<file path="config.mk">
export PLATFORM = sky130hd
export DESIGN_NAME = pipe_stage_reg
export DESIGN_NICKNAME = d
export VERILOG_FILES = /design/src/rtl/pipe_stage_reg_pkg.sv /design/src/rtl/pipe_stage_reg_entry.sv /design/src/rtl/pipe_stage_reg.sv
export SDC_FILE = /design/constraint.sdc
export NUM_CORES = 1
export LEC_CHECK = 0
export BUFFER_PORTS_ARGS = -buffer_cell sky130_fd_sc_hd__buf_2
export CAP_MARGIN = 10
export CORE_AREA = 4 4 157 159
export CTS_CLUSTER_DIAMETER = 60
export DETAILED_ROUTE_END_ITERATION = 16
export DIE_AREA = 0 0 161 163
export PLACE_DENSITY = 0.82
export SYNTH_ARGS = -nofsm -noshare
export SYNTH_HDL_FRONTEND = slang
export SYNTH_SLANG_ARGS = --single-unit
</file>
<file path="constraint.sdc">
create_clock -name clk -period 2.3 [get_ports clk]
set_clock_uncertainty 0.15 [all_clocks]
set_input_delay 0.46 -clock clk [delete_from_list [all_inputs] [get_ports clk]]
set_output_delay 0.46 -clock clk [all_outputs]
set_load 0.005 [all_outputs]
</file>
<file path="src/rtl/pipe_stage_reg_pkg.sv">
// ---------------------------------------------------------------------------
// pipe_stage_reg_pkg
//   Shared definitions for the pipeline stage register and its entry storage:
//   occupancy state encoding, default Tnew field width and fixed field widths.
// ---------------------------------------------------------------------------
package pipe_stage_reg_pkg;

  // Field widths of an instruction entry that are fixed by the ISA.
  localparam int INS_W  = 32;
  localparam int PC_W   = 32;
  localparam int REGA_W = 5;

  // Default width of the Tnew (cycles-until-result) field.
  localparam int TNEW_W_DEFAULT = 2;

  // Width of the occupancy count (0..2 entries).
  localparam int OCC_W = 2;

  // Stage occupancy state; the numeric value doubles as the entry count.
  typedef enum logic [OCC_W-1:0] {
    EMPTY = 2'd0,
    ONE   = 2'd1,
    FULL  = 2'd2
  } stage_state_t;

endpackage : pipe_stage_reg_pkg

</file>
<file path="src/rtl/pipe_stage_reg_entry.sv">
// ---------------------------------------------------------------------------
// pipe_entry_reg
//   One instruction entry: a load-enabled register over all entry fields with
//   a synchronous clear. Clear has priority over load.
//
// Ports
//   clk                         rising-edge clock
//   clear                       synchronous clear of all fields to zero
//   load                        capture the d_* fields this cycle
//   d_ins/d_pc/d_data/d_regwrite/d_regwa/d_tnew   next entry fields
//   q_ins/q_pc/q_data/q_regwrite/q_regwa/q_tnew   held entry fields
// ---------------------------------------------------------------------------
module pipe_entry_reg
  import pipe_stage_reg_pkg::*;
#(
  parameter int DATA_W = 64,
  parameter int TNEW_W = TNEW_W_DEFAULT
) (
  input  logic              clk,
  input  logic              clear,
  input  logic              load,
  input  logic [INS_W-1:0]  d_ins,
  input  logic [PC_W-1:0]   d_pc,
  input  logic [DATA_W-1:0] d_data,
  input  logic              d_regwrite,
  input  logic [REGA_W-1:0] d_regwa,
  input  logic [TNEW_W-1:0] d_tnew,
  output logic [INS_W-1:0]  q_ins,
  output logic [PC_W-1:0]   q_pc,
  output logic [DATA_W-1:0] q_data,
  output logic              q_regwrite,
  output logic [REGA_W-1:0] q_regwa,
  output logic [TNEW_W-1:0] q_tnew
);

  always_ff @(posedge clk) begin
    if (clear) begin
      q_ins      <= '0;
      q_pc       <= '0;
      q_data     <= '0;
      q_regwrite <= 1'b0;
      q_regwa    <= '0;
      q_tnew     <= '0;
    end else if (load) begin
      q_ins      <= d_ins;
      q_pc       <= d_pc;
      q_data     <= d_data;
      q_regwrite <= d_regwrite;
      q_regwa    <= d_regwa;
      q_tnew     <= d_tnew;
    end
  end

endmodule : pipe_entry_reg

</file>
<file path="src/rtl/pipe_stage_reg.sv">
// ---------------------------------------------------------------------------
// pipe_stage_reg
//   Two-entry pipeline stage register with valid/ready handshake. The main
//   entry drives the outputs; a skid entry absorbs one extra push so that
//   in_ready can be a register (no combinational path from out_ready).
//   Tnew is optionally decremented (saturating at 0) on capture.
//   While no entry is held the outputs present a bubble (all fields zero),
//   so downstream hazard logic never sees a phantom producer.
//
// Ports
//   clk, reset          rising-edge clock, synchronous active-high reset
//   flush               discard all held entries (push/pop ignored that cycle)
//   in_valid/in_ready   upstream handshake; in_ready is registered
//   in_*                incoming entry fields
//   out_valid/out_ready downstream handshake for the head entry
//   out_*               head entry fields (zero while out_valid=0)
//   occupancy           number of held entries, 0..2
// ---------------------------------------------------------------------------
module pipe_stage_reg
  import pipe_stage_reg_pkg::*;
#(
  parameter int DATA_W   = 64,
  parameter int TNEW_W   = TNEW_W_DEFAULT,
  parameter int TNEW_DEC = 1
) (
  input  logic              clk,
  input  logic              reset,
  input  logic              flush,
  input  logic              in_valid,
  output logic              in_ready,
  input  logic [INS_W-1:0]  in_ins,
  input  logic [PC_W-1:0]   in_pc,
  input  logic [DATA_W-1:0] in_data,
  input  logic              in_regwrite,
  input  logic [REGA_W-1:0] in_regwa,
  input  logic [TNEW_W-1:0] in_tnew,
  output logic              out_valid,
  input  logic              out_ready,
  output logic [INS_W-1:0]  out_ins,
  output logic [PC_W-1:0]   out_pc,
  output logic [DATA_W-1:0] out_data,
  output logic              out_regwrite,
  output logic [REGA_W-1:0] out_regwa,
  output logic [TNEW_W-1:0] out_tnew,
  output logic [OCC_W-1:0]  occupancy
);

  // -------------------------------------------------------------------------
  // State and registered handshake
  // -------------------------------------------------------------------------
  stage_state_t state;
  stage_state_t state_next;
  logic         in_ready_reg;

  logic push;
  logic pop;
  logic clear;

  assign in_ready  = in_ready_reg;
  assign out_valid = (state != EMPTY);
  assign occupancy = state;

  assign push  = in_valid && in_ready_reg;
  assign pop   = out_valid && out_ready;
  assign clear = reset || flush;

  // -------------------------------------------------------------------------
  // Tnew on capture: saturating decrement or pass-through
  // -------------------------------------------------------------------------
  logic [TNEW_W-1:0] cap_tnew;

  generate
    if (TNEW_DEC != 0) begin : g_tnew_dec
      assign cap_tnew = (in_tnew == '0) ? '0 : (in_tnew - TNEW_W'(1));
    end else begin : g_tnew_pass
      assign cap_tnew = in_tnew;
    end
  endgenerate

  // -------------------------------------------------------------------------
  // Entry storage
  // -------------------------------------------------------------------------
  logic [INS_W-1:0]  main_ins,      skid_ins;
  logic [PC_W-1:0]   main_pc,       skid_pc;
  logic [DATA_W-1:0] main_data,     skid_data;
  logic              main_regwrite, skid_regwrite;
  logic [REGA_W-1:0] main_regwa,    skid_regwa;
  logic [TNEW_W-1:0] main_tnew,     skid_tnew;

  logic              main_load;
  logic              main_from_skid;
  logic              skid_load;

  logic [INS_W-1:0]  main_d_ins;
  logic [PC_W-1:0]   main_d_pc;
  logic [DATA_W-1:0] main_d_data;
  logic              main_d_regwrite;
  logic [REGA_W-1:0] main_d_regwa;
  logic [TNEW_W-1:0] main_d_tnew;

  // Next-state and load-enable decode. Loads are gated by clear so that a
  // flushed cycle never captures the incoming entry.
  always_comb begin
    state_next     = state;
    main_load      = 1'b0;
    main_from_skid = 1'b0;
    skid_load      = 1'b0;
    case (state)
      EMPTY: begin
        if (push) begin
          main_load  = 1'b1;
          state_next = ONE;
        end
      end
      ONE: begin
        if (push && pop) begin
          // Head leaves and the new entry replaces it in the same cycle.
          main_load = 1'b1;
        end else if (push) begin
          skid_load  = 1'b1;
          state_next = FULL;
        end else if (pop) begin
          state_next = EMPTY;
        end
      end
      FULL: begin
        // in_ready is low here, so only a pop can happen.
        if (pop) begin
          main_load      = 1'b1;
          main_from_skid = 1'b1;
          state_next     = ONE;
        end
      end
      default: begin
        state_next = EMPTY;
      end
    endcase
    if (clear) begin
      main_load = 1'b0;
      skid_load = 1'b0;
    end
  end

  always_comb begin
    if (main_from_skid) begin
      main_d_ins      = skid_ins;
      main_d_pc       = skid_pc;
      main_d_data     = skid_data;
      main_d_regwrite = skid_regwrite;
      main_d_regwa    = skid_regwa;
      main_d_tnew     = skid_tnew;
    end else begin
      main_d_ins      = in_ins;
      main_d_pc       = in_pc;
      main_d_data     = in_data;
      main_d_regwrite = in_regwrite;
      main_d_regwa    = in_regwa;
      main_d_tnew     = cap_tnew;
    end
  end

  pipe_entry_reg #(
    .DATA_W (DATA_W),
    .TNEW_W (TNEW_W)
  ) u_main (
    .clk        (clk),
    .clear      (clear),
    .load       (main_load),
    .d_ins      (main_d_ins),
    .d_pc       (main_d_pc),
    .d_data     (main_d_data),
    .d_regwrite (main_d_regwrite),
    .d_regwa    (main_d_regwa),
    .d_tnew     (main_d_tnew),
    .q_ins      (main_ins),
    .q_pc       (main_pc),
    .q_data     (main_data),
    .q_regwrite (main_regwrite),
    .q_regwa    (main_regwa),
    .q_tnew     (main_tnew)
  );

  pipe_entry_reg #(
    .DATA_W (DATA_W),
    .TNEW_W (TNEW_W)
  ) u_skid (
    .clk        (clk),
    .clear      (clear),
    .load       (skid_load),
    .d_ins      (in_ins),
    .d_pc       (in_pc),
    .d_data     (in_data),
    .d_regwrite (in_regwrite),
    .d_regwa    (in_regwa),
    .d_tnew     (cap_tnew),
    .q_ins      (skid_ins),
    .q_pc       (skid_pc),
    .q_data     (skid_data),
    .q_regwrite (skid_regwrite),
    .q_regwa    (skid_regwa),
    .q_tnew     (skid_tnew)
  );

  // -------------------------------------------------------------------------
  // State machine with registered in_ready
  // -------------------------------------------------------------------------
  always_ff @(posedge clk) begin
    if (reset) begin
      state        <= EMPTY;
      in_ready_reg <= 1'b1;
    end else if (flush) begin
      state        <= EMPTY;
      in_ready_reg <= 1'b1;
    end else begin
      state        <= state_next;
      in_ready_reg <= (state_next != FULL);
    end
  end

  // -------------------------------------------------------------------------
  // Outputs: head entry, or a zero bubble when nothing is held
  // -------------------------------------------------------------------------
  assign out_ins      = out_valid ? main_ins      : '0;
  assign out_pc       = out_valid ? main_pc       : '0;
  assign out_data     = out_valid ? main_data     : '0;
  assign out_regwrite = out_valid ? main_regwrite : 1'b0;
  assign out_regwa    = out_valid ? main_regwa    : '0;
  assign out_tnew     = out_valid ? main_tnew     : '0;

endmodule : pipe_stage_reg

</file>
==> out/results.ini <==
[run_status]
outcome=finished with violations
violations=setup timing

[final_layout]
fillerInstances=1879
multi_input_area_um2=5570
final_cell_mix=273 x nand2_1, 273 x a21oi_1, 273 x dfxtp_1
area_growth_pct=30.5
regArea_um2=5510
drive_gt1_share_pct=27.4
fin_nets=1750
reg_top3=u_main.q_data (64), u_skid.q_data (64)
design_area_um2=15000

[placement]
place_ws_ns=0.175
dp.final_hpwl_um=19400
postPlaceCellArea_um2=13200
io_buffers=280
place.gp.congestion=0.830

[drt]
routed_wl_um=33300
drc=0
vias=10558
first_iter_violations=829
drtPass1Iterations=6
wl_per_cell_um=17.1
ant_nets=0
drt-vias-per-instance=5.40

[power_and_ir_drop]
p_sw_w=0.00256
p_sw_share_pct=23.1
power_density_nw_per_um2=738
p_int_w=0.00852
irDropWorstVdd_v=0.000561
p_clk_share_pct=46.3
p_leak_nw=6.98
power_w=0.0111
power_frac_seq_pct=45.0
pwr-share-comb_pct=8.7

[synth]
synth_nets=1510
seq_area_frac_synth_pct=47.9
syn_area_um2=11500
synthArstFlopShare_pct=0
ys.flop_type=dfxtp_1
synth_cells=1369
ys_types=24
ys_ff_latch=275
synth_edf_count=0
syn_area_per_cell_um2=8.40
synth_warnings=0

[min_path]
worstHoldStart=in_data[18]
hp-class=in2reg

[cts]
tritoncts=done
worstSkewPairLatency_ns=0.54
max-clock-path-buffers=3
clk_pin_slew_ns=0.06
cts.sinks=275
cts_hold_buffers=0
h-tree-depth=1
cts_made_buffers=30
cts_root_buf=clkbuf_16

[sta]
finalHoldViolCount=0
setup_viol=125
finalCritPeriodShare_pct=105
slew_violations=0
finalSetupTns_ns=-9.61
holdWs_ns=0.0216
rsz0062_at_grt=true
fin_crit_ns=2.42
worst_slack_ns=-0.120
max_freq_ghz=0.413
worst_pin_slew_ns=0.659
slew_headroom_pct=56.1

[setup_path]
critPathCaptureType=output port
crit_family=buffers and inverters
slowest_stage=dfxtp_4
critPathKind=reg2out
cp-start-kind=flip-flop
required_ns=1.69
crit_buf_inv=3
crit_start=occupancy[1]
cp.arrival_ns=1.81
worst_path_most_repeated_cell=buf_12
crit_chain=or2_4 > buf_12 > buf_12 > and2_1 > buf_2
rr_startpoint=occupancy[1]
max_stage_delay_ns=0.34
crit_path_max_fanout=32

[global_routing]
grt_max_degree=138
grt_overflow=0
antenna_found_initial=4
grt_pass1_wl_um=51800
grt.total_usage_pct=23.6
grt_pass1_vias=10336

[die]
fp.dieW_um=161
start_util_pct=49.4
dieArea_um2=26200
core_um2=23300
die_height_um=163
io_pins=281
rows=56

[flow_run]
cap_violations=0

routing by layer:
layer  up-vias  track usage [%]  wire length (um)
met1      4965             30.5             14200
met4         4             6.67               538
met5         -                0                26
li1       5104                -                 -
met3        45             5.44              2890
met2       440             39.6             15700
path summary, 6_finish.rpt:
| path | cells after the start | to | slack, ns |
|---|---|---|---|
| max | 5 | out_data[0] | -0.12 |
| min | 3 | u_skid.q_data[18] | 0.02 |
| max reg2reg | 8 | u_main.q_data[25] | 0.24 |
| min reg2reg | 2 | u_skid.q_ins[18] | 0.30 |
synth_stat cells (all sizes together), types with 2 or more instances:
cell type | instances | share of area (%)
a21oi | 273 | 12
nand3b | 2 | 0.13
mux2i | 137 | 12
or2 | 2 | 0.11
nand2 | 273 | 8.9
and2 | 137 | 7.5
clkbuf | 51 | 1.7
o21ai | 137 | 6.0
buf | 71 | 3.5
dfxtp | 275 | 48
nor2 | 2 | 0.065
metrics by stage:
stage          utilization (%)  instances
2_1_floorplan                -       1369
3_3_place_gp              56.9       1882
3_5_place_dp              56.9       1882
4_1_cts                   63.5       1946
5_1_grt                   64.5       1954
6_report                  64.5       1954
kinds of logic after synthesis:
group                  Yosys count  share of synthesized area, %
and+or+nand+nor                423                          17.1
DFF                            275                          47.9
muxes                          137                          11.9
AOI/OAI and AO/OA              412                          18.0
buffers and inverters          122                          5.13
cell type report:
class	instances	area share (%)
timing repair buffer	330	16.2
tap	319	2.66
multi-input combinational	972	37.1
antenna	2	0.0333
sequential	275	36.7
clock inverter	13	1.20
clock buffer	43	6.07
power by group through the flow:
stage | sequential (W) | clock, W | combinational (W)
detailed placement | 0.00507 | 0 | 0.000842
global placement | 0.00507 | 0 | 0.000818
floorplan | 0.00505 | 0 | 0.000479
finish | 0.00498 | 0.00513 | 0.000965
global route | 0.00499 | 0.00543 | 0.00106
CTS | 0.00498 | 0.00522 | 0.000911
worst reg2reg max path, stage by stage (launching register included):
cell and delay, ns:
dfxtp_4 0.34, or2_4 0.28, buf_4 0.18, o211ai_1 0.16, buf_4 0.16, clkbuf_16 0.20
buf_12 0.23, o21ai_0 0.12, a21oi_1 0.17
repair_timing:
| action | 4_1_cts | 5_1_grt |
|---|---|---|
| resized for setup | 80 | 40 |
| endpoints found under the hold margin | 0 | 0 |
| pin swaps | 8 | 17 |
| endpoints found under the setup margin | 125 | 134 |
| buffers inserted | 5 | 3 |
| gates cloned | 3 | 3 |
Power figures use the tool's default switching activity.
